`src/rtl/npu_pkg.sv`:
```
// Shared NPU port definitions: select/op codes, segment sizes and loader state.
package npu_pkg;

  localparam logic [2:0] SEL_IMG = 3'd0;
  localparam logic [2:0] SEL_WC1 = 3'd1;
  localparam logic [2:0] SEL_WC2 = 3'd2;
  localparam logic [2:0] SEL_WF1 = 3'd3;
  localparam logic [2:0] SEL_WF2 = 3'd4;
  localparam logic [2:0] SEL_OP  = 3'd5;

  localparam logic [11:0] OP_RST  = 12'd0;
  localparam logic [11:0] OP_TRIG = 12'd1;
  localparam logic [11:0] OP_REQ  = 12'd2;

  localparam int IMG_BYTES = 240;
  localparam int WC1_BYTES = 90;
  localparam int WC2_BYTES = 90;
  localparam int WF1_BYTES = 1320;
  localparam int WF2_BYTES = 10;

  typedef enum logic [2:0] {
    S_IDLE, S_CLR, S_LOAD, S_TRIG, S_WAIT, S_REQ, S_READ, S_OUT
  } ldr_state_e;

  typedef struct packed {
    logic        en;
    logic [14:0] addr;
    logic [31:0] data;
  } npu_wr_t;

  function automatic npu_wr_t op_wr(input logic [11:0] op);
    op_wr = '{en: 1'b1, addr: {SEL_OP, op}, data: 32'd0};
  endfunction

endpackage

```
`src/rtl/npu_seg_addr_gen.sv`:
```
// Segment/index walker over the image and weight regions of the NPU write port.
module npu_seg_addr_gen
  import npu_pkg::*;
#(
  parameter int IMG_SIZE = IMG_BYTES,
  parameter int WC1_SIZE = WC1_BYTES,
  parameter int WC2_SIZE = WC2_BYTES,
  parameter int WF1_SIZE = WF1_BYTES,
  parameter int WF2_SIZE = WF2_BYTES
) (
  input  logic        clk,
  input  logic        rst_n,
  input  logic        clear,
  input  logic        step,
  input  logic        skip,
  output logic [2:0]  seg,
  output logic [11:0] idx,
  output logic        last_byte,
  output logic        last_seg
);

  logic [11:0] seg_max;

  always_comb begin
    seg_max = 12'(WF2_SIZE - 1);
    case (seg)
      SEL_IMG: seg_max = 12'(IMG_SIZE - 1);
      SEL_WC1: seg_max = 12'(WC1_SIZE - 1);
      SEL_WC2: seg_max = 12'(WC2_SIZE - 1);
      SEL_WF1: seg_max = 12'(WF1_SIZE - 1);
      default: seg_max = 12'(WF2_SIZE - 1);
    endcase
  end

  assign last_byte = (idx == seg_max);
  // An image-only job ends after the image segment; weights stay resident in the NPU.
  assign last_seg  = skip ? (seg == SEL_IMG) : (seg == SEL_WF2);

  always_ff @(posedge clk or negedge rst_n) begin
    if (!rst_n) begin
      seg <= SEL_IMG;
      idx <= 12'd0;
    end else if (clear) begin
      seg <= SEL_IMG;
      idx <= 12'd0;
    end else if (step) begin
      if (last_byte) begin
        seg <= seg + 3'd1;
        idx <= 12'd0;
      end else begin
        idx <= idx + 12'd1;
      end
    end
  end

endmodule

```
`src/rtl/npu_host_loader.sv`:
```
// Host-side loader: replays a byte stream as NPU writes, triggers, waits and returns the logit.
module npu_host_loader
  import npu_pkg::*;
#(
  parameter int IMG_SIZE = IMG_BYTES,
  parameter int WC1_SIZE = WC1_BYTES,
  parameter int WC2_SIZE = WC2_BYTES,
  parameter int WF1_SIZE = WF1_BYTES,
  parameter int WF2_SIZE = WF2_BYTES,
  parameter int TIMEOUT  = 65535
) (
  input  logic        clk,
  input  logic        rst_n,
  input  logic        start,
  input  logic        skip_weights,
  input  logic        s_valid,
  input  logic [7:0]  s_data,
  output logic        s_ready,
  output logic        npu_en,
  output logic [14:0] npu_addr,
  output logic [31:0] npu_w_data,
  input  logic [31:0] npu_r_data,
  input  logic        npu_done,
  output logic        busy,
  output logic        res_valid,
  output logic [23:0] res_data,
  output logic        res_err,
  input  logic        res_ready
);

  ldr_state_e  state, state_nx;
  npu_wr_t     wr_nx;
  logic        skip_q, hs, tmo_hit;
  logic [15:0] wait_cnt;
  logic [2:0]  seg;
  logic [11:0] idx;
  logic        last_byte, last_seg;
  logic        unused_rdata;

  assign unused_rdata = ^npu_r_data[31:24];
  assign s_ready      = (state == S_LOAD);
  assign busy         = (state != S_IDLE);
  assign hs           = s_valid & s_ready;
  assign tmo_hit      = (wait_cnt == 16'(TIMEOUT));

  npu_seg_addr_gen #(
    .IMG_SIZE(IMG_SIZE), .WC1_SIZE(WC1_SIZE), .WC2_SIZE(WC2_SIZE),
    .WF1_SIZE(WF1_SIZE), .WF2_SIZE(WF2_SIZE)
  ) u_addr_gen (
    .clk      (clk),
    .rst_n    (rst_n),
    .clear    (state == S_CLR),
    .step     (hs),
    .skip     (skip_q),
    .seg      (seg),
    .idx      (idx),
    .last_byte(last_byte),
    .last_seg (last_seg)
  );

  // REQ is issued on the WAIT exit so it lands in the REQ cycle and READ samples one cycle later.
  always_comb begin
    state_nx = state;
    wr_nx    = '0;
    case (state)
      S_IDLE: if (start) state_nx = S_CLR;
      S_CLR: begin
        wr_nx    = op_wr(OP_RST);
        state_nx = S_LOAD;
      end
      S_LOAD: if (hs) begin
        wr_nx = '{en: 1'b1, addr: {seg, idx}, data: {24'd0, s_data}};
        if (last_byte && last_seg) state_nx = S_TRIG;
      end
      S_TRIG: begin
        wr_nx    = op_wr(OP_TRIG);
        state_nx = S_WAIT;
      end
      S_WAIT: begin
        if (npu_done) begin
          wr_nx    = op_wr(OP_REQ);
          state_nx = S_REQ;
        end else if (tmo_hit) begin
          state_nx = S_OUT;
        end
      end
      S_REQ:  state_nx = S_READ;
      S_READ: state_nx = S_OUT;
      S_OUT:  if (res_ready) state_nx = S_IDLE;
      default: state_nx = S_IDLE;
    endcase
  end

  always_ff @(posedge clk or negedge rst_n) begin
    if (!rst_n) begin
      state      <= S_IDLE;
      skip_q     <= 1'b0;
      wait_cnt   <= 16'd0;
      npu_en     <= 1'b0;
      npu_addr   <= 15'd0;
      npu_w_data <= 32'd0;
      res_valid  <= 1'b0;
      res_data   <= 24'd0;
      res_err    <= 1'b0;
    end else begin
      state      <= state_nx;
      npu_en     <= wr_nx.en;
      npu_addr   <= wr_nx.addr;
      npu_w_data <= wr_nx.data;
      if (state == S_IDLE && start) skip_q <= skip_weights;
      if (state == S_TRIG) wait_cnt <= 16'd0;
      else if (state == S_WAIT && wait_cnt != 16'hFFFF) wait_cnt <= wait_cnt + 16'd1;
      if (state == S_READ) begin
        res_valid <= 1'b1;
        res_err   <= 1'b0;
        res_data  <= npu_r_data[23:0];
      end
      if (state == S_WAIT && !npu_done && tmo_hit) begin
        res_valid <= 1'b1;
        res_err   <= 1'b1;
        res_data  <= 24'd0;
      end
      if (state == S_OUT && res_ready) begin
        res_valid <= 1'b0;
        res_err   <= 1'b0;
      end
    end
  end

endmodule
```
`config.mk`:
```
export PLATFORM = sky130hd
export DESIGN_NAME = npu_host_loader
export DESIGN_NICKNAME = d
export VERILOG_FILES = /design/src/rtl/npu_pkg.sv /design/src/rtl/npu_seg_addr_gen.sv /design/src/rtl/npu_host_loader.sv
export SDC_FILE = /design/constraint.sdc
export NUM_CORES = 1
export LEC_CHECK = 0
export BUFFER_PORTS_ARGS = -buffer_cell sky130_fd_sc_hd__clkbuf_2
export CAP_MARGIN = 40
export CORE_MARGIN = 2
export CORE_UTILIZATION = 40
export DETAILED_ROUTE_END_ITERATION = 7
export PLACE_DENSITY = 0.74
export SETUP_SLACK_MARGIN = 0.5
export SLEW_MARGIN = 20
export SYNTH_ARGS = -nofsm -noshare
export SYNTH_HDL_FRONTEND = slang
export SYNTH_SLANG_ARGS = --single-unit
```
`constraint.sdc`:
```
create_clock -name clk -period 5.5 [get_ports clk]
set_clock_uncertainty 0.1 [all_clocks]
set_input_delay 0 -clock clk [delete_from_list [all_inputs] [get_ports clk]]
set_output_delay 0 -clock clk [all_outputs]
set_load 0.005 [all_outputs]
```
==> results of run 1 <==
==> per-layer routing <==
metal,part of all wire,up-vias,routed length [um],global-route usage
met1,0.44,1590,4150,0.216
met2,0.50,95,4700,0.286
met5,0,-,0,0
met4,0.018,0,167,0.0780
li1,-,1626,-,-
met3,0.044,14,413,0.0297
==> path summary, 6_finish.rpt <==
| check | start | end | cells past startpoint |
|---|---|---|---|
| worst max-delay path | u_addr_gen.seg[0] | u_addr_gen.seg[2] | 8 |
| worst min-delay path | rst_n | npu_w_data[3] | 3 |
| worst max register to register | u_addr_gen.seg[0] | u_addr_gen.seg[2] | 8 |
| worst min register to register | res_err | res_err | 2 |
| max in group asynchronous | rst_n | wait_cnt[4] | 3 |
| min in group clk | s_valid | npu_w_data[0] | 2 |
==> metrics by stage <==
stage / util / worst slack (ns)
2_1_floorplan: - / 3.21
3_3_place_gp: 0.450 / 2.79
3_5_place_dp: 0.454 / 2.74
4_1_cts: 0.513 / 2.71
5_1_grt: 0.513 / 2.51
6_report: 0.513 / 2.69
==> cell type report <==
class                           instances  area, um^2  share of cell area
Timing Repair Buffer                  135         916               0.175
Clock buffer                            9         124              0.0237
Multi-Input combinational cell        299        1780               0.340
Sequential cell                        85        2130               0.407
Clock inverter                          7        76.3              0.0146
Tap cell                              136         170              0.0326
Inverter                               10        37.5             0.00718
==> flip-flops by register name, indices dropped and copies added (netlist names) <==
signal,cells
u_addr_gen.idx,12
res_valid,1
state,3
res_data,24
u_addr_gen.seg,3
npu_w_data,8
wait_cnt,16
npu_addr,15
res_err,1
skip_q,1
npu_en,1
==> cell families after synthesis <==
family                     after synthesis  share of synthesized area
and+or+nand+nor                        168                      0.198
DFF                                     85                      0.516
AOI/OAI and AO/OA                       54                     0.0832
buffers and inverters                   54                     0.0744
muxes                                   27                     0.0659
xor gates and xnor gates                19                     0.0404
adders and majority gates                7                     0.0212
other                                    1                   0.000910
==> repair_timing <==
| item | 4_1_cts | 5_1_grt |
|---|---|---|
| buffers inserted | 0 | 0 |
| resized for setup | 0 | 0 |
| hold buffers | 39 | 0 |
| endpoints found under the hold margin | 124 | 0 |
==> synthesized netlist by cell type, drive strengths merged (2+ instances only) <==
cell type / number
a31oi: 8
or3: 3
nand2: 30
o211ai: 2
xnor2: 4
a21o: 3
o31ai: 2
nor4: 2
and4: 3
inv: 10
clkbuf: 13
o2bb2ai: 2
nor2: 60
ha: 7
dfrtp: 85
nand3b: 3
mux2i: 26
nand4: 9
o21ai: 16
and2: 2
a21oi: 16
buf: 31
nor3: 15
and3: 20
nand3: 15
xor2: 15
==> worst register-to-register path: stages, from the launching register on <==
cell and delay, ns:
dfrtp_1 0.44, inv_1 0.11, ha_1 0.24, nor2b_1 0.17
a211o_1 0.32, a2111oi_4 0.36, nand4_2 0.41, or3_1 0.45
a21oi_1 0.14
==> power by group <==
group	total, mW	internal, mW	switching, mW
registers	0.984	0.803	0.181
logic	0.825	0.381	0.444
clock network	0.441	0.211	0.230
total	2.25	1.39	0.855
==> flow_summary.json, run 1 <==
{
  "cts_root_buffer_type": "clkbuf_8",
  "placed_cells_incl_taps": 626,
  "gpl.final_weighted_congestion": 0.839,
  "critical_path_buf_inv_count": 1,
  "routedWlPerCell_um": 13.8,
  "clkSinkCount": 85,
  "drtPass1Iterations": 4,
  "hold_viol": 0,
  "die_w_um": 106,
  "io_pins": 123,
  "layout.filler_cells": 876,
  "synth-edff-count": 0,
  "drtIter0Drc": 221,
  "antennaDiodeCount": 0,
  "vias_per_cell": 4.88,
  "synth.ff_latch_count": 85,
  "tns_ns": 0,
  "cts.clk_slew.worst_paths_ns": 0.09,
  "initial_core_util": 0.405,
  "grt_setup_unrepaired": "false",
  "gr-usage-all-layers": 0.171,
  "layout.cells.most_common_list": "clkbuf_2 (89), dfrtp_1 (85), nor2_1 (60)",
  "totalPowerFinal_mw": 2.25,
  "critical-path-slowest-cell": "or3_1",
  "netlist.top_cell.by_area": "dfrtp_1",
  "holdCritPathClass": "input port to asynchronous set/reset pin",
  "worst-endpoint-arrival_ns": 3.00,
  "synth_top_cells_by_area": "dfrtp_1 (52%), mux2i_1 (6.3%), nor2_1 (5.5%)",
  "synthDistinctLibCells": 43,
  "ctsHtreeMaxLevel": 3,
  "crit_required_ns": 5.69,
  "layout.nets": 594,
  "worst_setup_path_end_kind": "flop",
  "ant_nets": 0,
  "grt_pass1_vias": 3179,
  "critical_path.top_delay_family": "simple AND/OR/NAND/NOR gates",
  "worst_ir_drop_vdd_v": 0.000191,
  "design.core.area_um2": 10200,
  "max-clock-path-buffers": 2,
  "p_per_area_nw_per_um2": 430,
  "synth_ff_type": "dfrtp_1",
  "synthesis.area_um2": 4120,
  "commonest_non_fill_non_tap_cell_in_the_layout": "clkbuf_2",
  "share_of_final_layout_standard_cells_stronger_than_drive_strength_1": 0.217,
  "portBuffers": 90,
  "placement.cell_area_um2": 4630,
  "post_layout_min_period_ns": 2.81,
  "grt_overflow": 0,
  "setup_slack_reg_to_reg_ns": 2.69,
  "layout_worst_path_cycle_share": 0.511,
  "hold_slack_ns": 0.0310,
  "synthToLayoutAreaGrowth_pct": 26.8,
  "drv_cap": 0,
  "via_count": 3325,
  "cts_inserted_buffers": 9,
  "antenna_found_initial": 0,
  "cell_count_after_synthesis": 415,
  "yosysWarnings": 0,
  "outcome": "completed",
  "max_stage_delay_ns": 0.45,
  "worstSetupPathType": "flop to flop",
  "timing.max_slew.rel_slack": 0.491,
  "path_cells": "inv_1 > ha_1 > nor2b_1 > a211o_1 > a2111oi_4 > nand4_2 > or3_1 > a21oi_1",
  "drt_drc_violations_left": 0,
  "wire_length_of_the_first_global_routing_pass_mm": 15.2,
  "synth.avg_cell_area_um2": 9.93,
  "std_cell_rows": 37,
  "die_height_um": 106,
  "power.leakage_nw": 2.70,
  "wl_mm": 9.43,
  "tritoncts": "built",
  "max_freq_mhz": 356,
  "hpwl_mm": 6.23,
  "maxSlewViolCount": 0,
  "clkLatencyLatePin_ns": 0.36,
  "area_share_of_the_largest_cell_type_after_synthesis": 0.516,
  "seq_area_frac_synth": 0.516,
  "largest_net_degree_at_the_start_of_global_routing": 59,
  "number_of_setup_violations_in_the_final_report": 0,
  "die_area_um2": 11100,
  "worst-path-max-fanout": 16,
  "final_cell_count_no_fill": 681,
  "final_cell_area_um2": 5230,
  "critPathLaunchType": "flop",
  "worst_slew_pin_slew_ns": 0.757,
  "ys_async_sr_fraction": 1.00
}
(Power assumes the default switching activity.)
==> inputs of run 2 (changes only) <==
==> constraint.sdc (replaced) <==
create_clock -name clk -period 2.92 [get_ports clk]
set_clock_uncertainty 0.1 [all_clocks]
set_input_delay 0 -clock clk [delete_from_list [all_inputs] [get_ports clk]]
set_output_delay 0 -clock clk [all_outputs]
set_load 0.005 [all_outputs]
==> flow_summary.json, run 2 (synthesis gave the netlist of run 1 again) <==
{
  "clock_power_share": 0.181,
  "top_register": "res_data",
  "layout.cells.most_common_list": "clkbuf_2 (89), dfrtp_1 (82), nor2_1 (59)",
  "wl_mm": 9.80,
  "cts.clk_slew.worst_paths_ns": 0.08,
  "worst-endpoint-arrival_ns": 2.61,
  "multi_input_comb_area_um2": 1890,
  "die_w_um": 106,
  "ant_nets": 0,
  "p_comb_frac": 0.406,
  "vias_per_cell": 5.03,
  "share_of_final_layout_standard_cells_stronger_than_drive_strength_1": 0.262,
  "io_pins": 123,
  "worstSetupPathType": "flop to flop",
  "tritoncts": "built",
  "ctsHtreeMaxLevel": 3,
  "grt_setup_unrepaired": "true",
  "gr-usage-all-layers": 0.176,
  "grt_pass1_vias": 3378,
  "design.core.area_um2": 10200,
  "maxSlewViolCount": 0,
  "layout.nets": 606,
  "seq_power_share": 0.413,
  "die_area_um2": 11100,
  "max_stage_delay_ns": 0.47,
  "outcome": "completed",
  "timing.critical_path.mode_cell": "ha_4",
  "critPathLaunchType": "flop",
  "detailedPlace.worstSlack_ns": 0.239,
  "cts_root_buffer_type": "clkbuf_8",
  "path_cells": "ha_4 > ha_4 > a211o_1 > a2111oi_4 > nand4_4 > or3_4 > a21oi_2",
  "crit_required_ns": 3.11,
  "layout_worst_path_cycle_share": 0.831,
  "number_of_setup_violations_in_the_final_report": 0,
  "power.leakage_nw": 2.77,
  "postLayoutSetupSlackWorst_ns": 0.494,
  "p_per_area_nw_per_um2": 828,
  "post_layout_min_period_ns": 2.43,
  "critical-path-slowest-cell": "a2111oi_4",
  "drt_drc_violations_left": 0,
  "tns_ns": 0,
  "layout.filler_cells": 867,
  "timing.max_slew.rel_slack": 0.525,
  "commonest_non_fill_non_tap_cell_in_the_layout": "clkbuf_2",
  "initial_core_util": 0.405,
  "largest_net_degree_at_the_start_of_global_routing": 60,
  "clkSinkCount": 85,
  "final_cell_count_no_fill": 694,
  "power_report.internal_total_mw": 2.76,
  "antenna_found_initial": 1,
  "worst_ir_drop_vdd_v": 0.000322,
  "holdCritPathClass": "input port to flop",
  "max-clock-path-buffers": 2,
  "via_count": 3488,
  "gpl.final_weighted_congestion": 0.874,
  "routedWlPerCell_um": 14.1,
  "std_cell_rows": 37,
  "switching_portion_of_total_power": 0.384,
  "clkLatencyLatePin_ns": 0.36,
  "drv_cap": 0,
  "worst-path-max-fanout": 5,
  "wire_length_of_the_first_global_routing_pass_mm": 15.8,
  "switching_pwr_mw": 1.72,
  "synthToLayoutAreaGrowth_pct": 31.2,
  "hold_slack_ns": 0.0320,
  "drtPass1Iterations": 4,
  "placed_cells_incl_taps": 630,
  "largestRegisters": "res_data (24), wait_cnt (16), npu_addr (15)",
  "portBuffers": 90,
  "worst_slew_pin_slew_ns": 0.705,
  "die_height_um": 106,
  "cts_inserted_buffers": 9,
  "grt_overflow": 0,
  "flip_flop_count_of_the_largest_register_all_copies_and_words_added": 24,
  "drtIter0Drc": 246,
  "max_freq_mhz": 412,
  "final-seq-area_um2": 2130,
  "hold_viol": 0,
  "hpwl_mm": 6.21,
  "worst_setup_path_end_kind": "flop"
}
-- run 2: cell count changes in the layout (fill, tap and decap cells not counted), moves of 2 or more --
cell	delta
buf_4	+12
dfrtp_1	-3
dfrtp_2	+3
ha_1	-3
ha_4	+3
clkinv_4	-2
inv_1	-2
inv_2	+2
nor3_1	-2
-- run 2: worst paths after layout --
kind,start,depth (start not counted),endpoint,slack (ns)
max,u_addr_gen.seg[0],7,u_addr_gen.seg[2],0.49
min,start,4,state[0],0.03
max reg2reg,u_addr_gen.seg[0],7,u_addr_gen.seg[2],0.49
min reg2reg,res_err,2,res_err,0.42
max in group asynchronous,rst_n,3,res_data[2],2.15
min in group asynchronous,rst_n,3,npu_addr[10],0.09
-- run 2: area by class of cell --
| cell class | instances | area share |
|---|---|---|
| Antenna cell | 1 | 0.000463 |
| Timing Repair Buffer | 146 | 0.183 |
| Multi-Input combinational cell | 300 | 0.349 |
| Clock inverter | 6 | 0.0118 |
| Clock buffer | 10 | 0.0236 |
| Inverter | 10 | 0.00694 |
| Sequential cell | 85 | 0.394 |
| Tap cell | 136 | 0.0315 |
-- run 2: per-layer routing --
metal | share of wire | routed length (um) | global-route usage
met1 | 0.42 | 4120 | 0.218
met2 | 0.49 | 4810 | 0.290
met3 | 0.058 | 566 | 0.0303
met4 | 0.031 | 301 | 0.102
met5 | 0 | 0 | 0
-- run 2: repair_timing --
| action | CTS | global route |
|---|---|---|
| cloned | 1 | 0 |
| gates resized for setup | 15 | 10 |
| hold buffers | 38 | 0 |
| endpoints found under the hold margin | 124 | 0 |
| setup endpoints to repair | 13 | 13 |
| pin swaps | 7 | 6 |
| buffers inserted | 5 | 3 |
-- run 2: critical path: cells and delay by family, from the launching register on --
| family | cells | cell delay, ns |
|---|---|---|
| fa+ha+maj | 2 | 0.34 |
| compound gates | 3 | 0.89 |
| flops | 1 | 0.46 |
| simple gates | 2 | 0.56 |
-- run 2: power by group through the flow --
stage	clock network [mW]	registers [mW]	logic, mW
6_report	0.811	1.85	1.82
3_3_place_gp	0	1.82	1.46
3_5_place_dp	0	1.84	1.53
5_1_grt	0.874	1.90	2.00
2_1_floorplan	0	1.73	1.09
4_1_cts	0.828	1.82	1.69
-- run 2: stage by stage --
stage | utilization | area (um^2) | power [mW]
floorplan | - | 4210 | 2.83
global placement | 0.455 | 4630 | 3.28
detailed placement | 0.457 | 4660 | 3.37
CTS | 0.525 | 5340 | 4.34
global route | 0.531 | 5410 | 4.78
finish | 0.531 | 5410 | 4.48
==> inputs of run 3 (changes only) <==
--- a/config.mk
+++ b/config.mk
@@ -5,12 +5,13 @@
 export SDC_FILE = /design/constraint.sdc
 export NUM_CORES = 1
 export LEC_CHECK = 0
+export ABC_AREA = 1
 export BUFFER_PORTS_ARGS = -buffer_cell sky130_fd_sc_hd__clkbuf_2
 export CAP_MARGIN = 40
 export CORE_MARGIN = 2
 export CORE_UTILIZATION = 40
 export DETAILED_ROUTE_END_ITERATION = 7
-export PLACE_DENSITY = 0.74
+export PLACE_DENSITY = 0.76
 export SETUP_SLACK_MARGIN = 0.5
 export SLEW_MARGIN = 20
 export SYNTH_ARGS = -nofsm -noshare
==> constraint.sdc (replaced) <==
create_clock -name clk -period 2.2 [get_ports clk]
set_clock_uncertainty 0.1 [all_clocks]
set_input_delay 0 -clock clk [delete_from_list [all_inputs] [get_ports clk]]
set_output_delay 0 -clock clk [all_outputs]
set_load 0.005 [all_outputs]
==> flow_summary.json, run 3 <==
{
  "outcome": "completed",
  "placement.cell_area_um2": 4780,
  "largest_net_degree_at_the_start_of_global_routing": 45,
  "power_report.internal_total_mw": 3.54,
  "grt_overflow": 0,
  "finish.utilization": 0.589,
  "wire_length_of_the_first_global_routing_pass_mm": 18.2,
  "cts_inserted_buffers": 9,
  "worst_r2r_startpoint": "u_addr_gen.seg[1]",
  "antennaDiodeCount": 0,
  "die_w_um": 106,
  "worst-endpoint-arrival_ns": 2.12,
  "drtPass1Iterations": 6,
  "clkSinkCount": 85,
  "layout.cells.most_common_list": "clkbuf_2 (89), dfrtp_1 (79), inv_1 (68)",
  "placed_cells_incl_taps": 700,
  "p_comb_frac": 0.424,
  "worst_setup_path_end_kind": "flop",
  "gpl.final_weighted_congestion": 0.898,
  "power.leakage_nw": 3.09,
  "worst_slew_pin_slew_ns": 0.583,
  "tns_ns": 0,
  "timing.max_slew.rel_slack": 0.611,
  "synth.ff_latch_count": 85,
  "max_freq_mhz": 504,
  "drt_drc_violations_left": 0,
  "portBuffers": 90,
  "setup_slack_reg_to_reg_ns": 0.22,
  "switching_portion_of_total_power": 0.399,
  "grt_setup_unrepaired": "true",
  "area_share_of_the_largest_cell_type_after_synthesis": 0.507,
  "hold_slack_ns": 0.0482,
  "number_of_setup_violations_in_the_final_report": 0,
  "synthesis.area_um2": 4200,
  "drv_cap": 0,
  "path_cells": "ha_4 > ha_4 > o21ai_1 > nand3_1 > nor2_1 > nand2_1 > nor2_4 > inv_2 > nand2_4 > buf_12 > a21oi_1",
  "synth_ff_type": "dfrtp_1",
  "commonest_non_fill_non_tap_cell_in_the_layout": "clkbuf_2",
  "max-clock-path-buffers": 2,
  "cts_root_buffer_type": "clkbuf_8",
  "top_register": "res_data",
  "vias_per_cell": 5.23,
  "clkLatencyLatePin_ns": 0.36,
  "max_stage_delay_ns": 0.45,
  "final-seq-area_um2": 2130,
  "final_cell_count_no_fill": 783,
  "design.core.area_um2": 10300,
  "seq_area_frac_synth": 0.507,
  "critical_path.startpoint": "u_addr_gen.seg[1]",
  "holdCritPathClass": "input port to flop",
  "p_per_area_nw_per_um2": 971,
  "synth.avg_cell_area_um2": 8.80,
  "via_count": 4092,
  "crit_required_ns": 2.34,
  "hold_viol": 0,
  "worst_ir_drop_vdd_v": 0.000484,
  "netlist.top_cell.by_area": "dfrtp_1",
  "worst-path-max-fanout": 5,
  "r2r-end": "u_addr_gen.idx[7]",
  "worstSetupPathType": "flop to flop",
  "routedWlPerCell_um": 16.1,
  "layout_worst_path_cycle_share": 0.902,
  "postLayoutSetupSlackWorst_ns": 0.217,
  "reg2regPathDepth": 11,
  "layout.filler_cells": 807,
  "synth_top_cells_by_area": "dfrtp_1 (51%), inv_1 (7.0%), nand2_1 (7.0%)",
  "yosysWarnings": 0,
  "seq_power_share": 0.384,
  "totalPowerFinal_mw": 5.88,
  "multi_input_comb_area_um2": 2070,
  "maxSlewViolCount": 0,
  "layout.nets": 697,
  "share_of_final_layout_standard_cells_stronger_than_drive_strength_1": 0.376,
  "grt_pass1_vias": 3912,
  "gr-usage-all-layers": 0.202,
  "clock_power_share": 0.192,
  "detailedPlace.worstSlack_ns": 0.0503,
  "io_pins": 123,
  "die_area_um2": 11300,
  "switching_pwr_mw": 2.35,
  "critPathLaunchType": "flop",
  "top_count_cell_post_synth": "dfrtp_1",
  "die_height_um": 106,
  "initial_core_util": 0.408,
  "tritoncts": "built",
  "hpwl_mm": 6.78,
  "largestRegisters": "res_data (24), wait_cnt (16), npu_addr (15)",
  "critical-path-slowest-cell": "dfrtp_2",
  "cell_count_after_synthesis": 477,
  "synthToLayoutAreaGrowth_pct": 44.3,
  "cts.clk_slew.worst_paths_ns": 0.09,
  "synth-edff-count": 0,
  "final_cell_area_um2": 6060,
  "post_layout_min_period_ns": 1.98,
  "synth.top_cells.by_count": "dfrtp_1 (85), inv_1 (78), nand2_1 (78), nor2_1 (44), nand3_1 (30)",
  "ctsHtreeMaxLevel": 3,
  "drtIter0Drc": 357,
  "std_cell_rows": 37,
  "wl_mm": 12.6,
  "flip_flop_count_of_the_largest_register_all_copies_and_words_added": 24,
  "timing.critical_path.mode_cell": "ha_4",
  "antenna_found_initial": 0,
  "ant_nets": 0,
  "ys_async_sr_fraction": 1.00,
  "cp-endpoint": "u_addr_gen.idx[7]",
  "synthDistinctLibCells": 36
}
==> run 3: changes by cell type after synthesis, moves of 4 or more <==
cell      previous run  this run
and3_1              20         1
mux2i_1             26         0
nand3_1             15        30
a31oi_1              8         1
nor2_2               0         4
a22oi_1              0        24
o31ai_1              2         7
nand2_1             30        78
nor3_1              14         6
nor2_1              60        44
clkbuf_1            13         2
inv_1               10        78
==> run 3: final cells by class <==
class / instances / area share
repair buffers: 164 / 0.195
flip-flops and latches: 85 / 0.352
multi-input cells: 304 / 0.342
clock inverters: 6 / 0.0118
inverters: 79 / 0.0508
well taps: 136 / 0.0281
clock buffers: 9 / 0.0205
==> run 3: worst min path at each step <==
stage | from | end | slack, ns | cells past startpoint
5_1_grt | s_valid | u_addr_gen.idx[6] | 0.05 | 4
4_1_cts | s_valid | npu_w_data[0] | 0.02 | 4
6_report | s_valid | u_addr_gen.idx[10] | 0.05 | 4
2_1_floorplan | rst_n | npu_addr[0] | -0.40 | 0
3_3_place_gp | rst_n | npu_w_data[5] | -0.08 | 1
3_5_place_dp | rst_n | npu_w_data[7] | -0.07 | 1
==> run 3: timing repair <==
action / in CTS / in global routing
cloned: 4 / 0
endpoints found under the hold margin: 124 / 0
setup endpoints to repair: 57 / 62
pin swaps: 14 / 29
hold buffers: 37 / 0
gates resized for setup: 27 / 90
buffers inserted: 15 / 12
==> run 3: cell families (layout without fill, tap and decap cells) <==
kind of cell             count (synthesis)  count (layout)  share of synthesized area
other                                    1              24                   0.000894
AND/OR/NAND/NOR                        186             189                      0.203
flip-flops                              85              85                      0.507
AO/OA/AOI/OAI                           69              69                      0.105
adder cells (fa/ha/maj)                  7               7                     0.0209
XOR/XNOR                                14              14                     0.0292
multiplexers                             1               1                    0.00268
buffers and inverters                  114             258                      0.131
==> run 3: metal layers <==
layer	share of wire	track usage
met2	0.52	0.349
met5	0	0
met3	0.057	0.0405
met1	0.39	0.244
met4	0.039	0.0891
==> run 3: power by group through the flow <==
stage | logic, mW | registers, mW | clock network, mW
5_1_grt | 2.72 | 2.29 | 1.23
2_1_floorplan | 1.15 | 2.18 | 0
6_report | 2.49 | 2.26 | 1.13
3_5_place_dp | 1.77 | 2.21 | 0
3_3_place_gp | 1.72 | 2.19 | 0
4_1_cts | 2.07 | 2.19 | 1.14
==> run 3: critical path: cells and delay by family (launching register included) <==
kind	cells	cell delay, ns
buffers and inverters	2	0.20
adders and majority gates	2	0.35
DFF	1	0.45
AOI/OAI and AO/OA	2	0.18
and+or+nand+nor	5	0.57
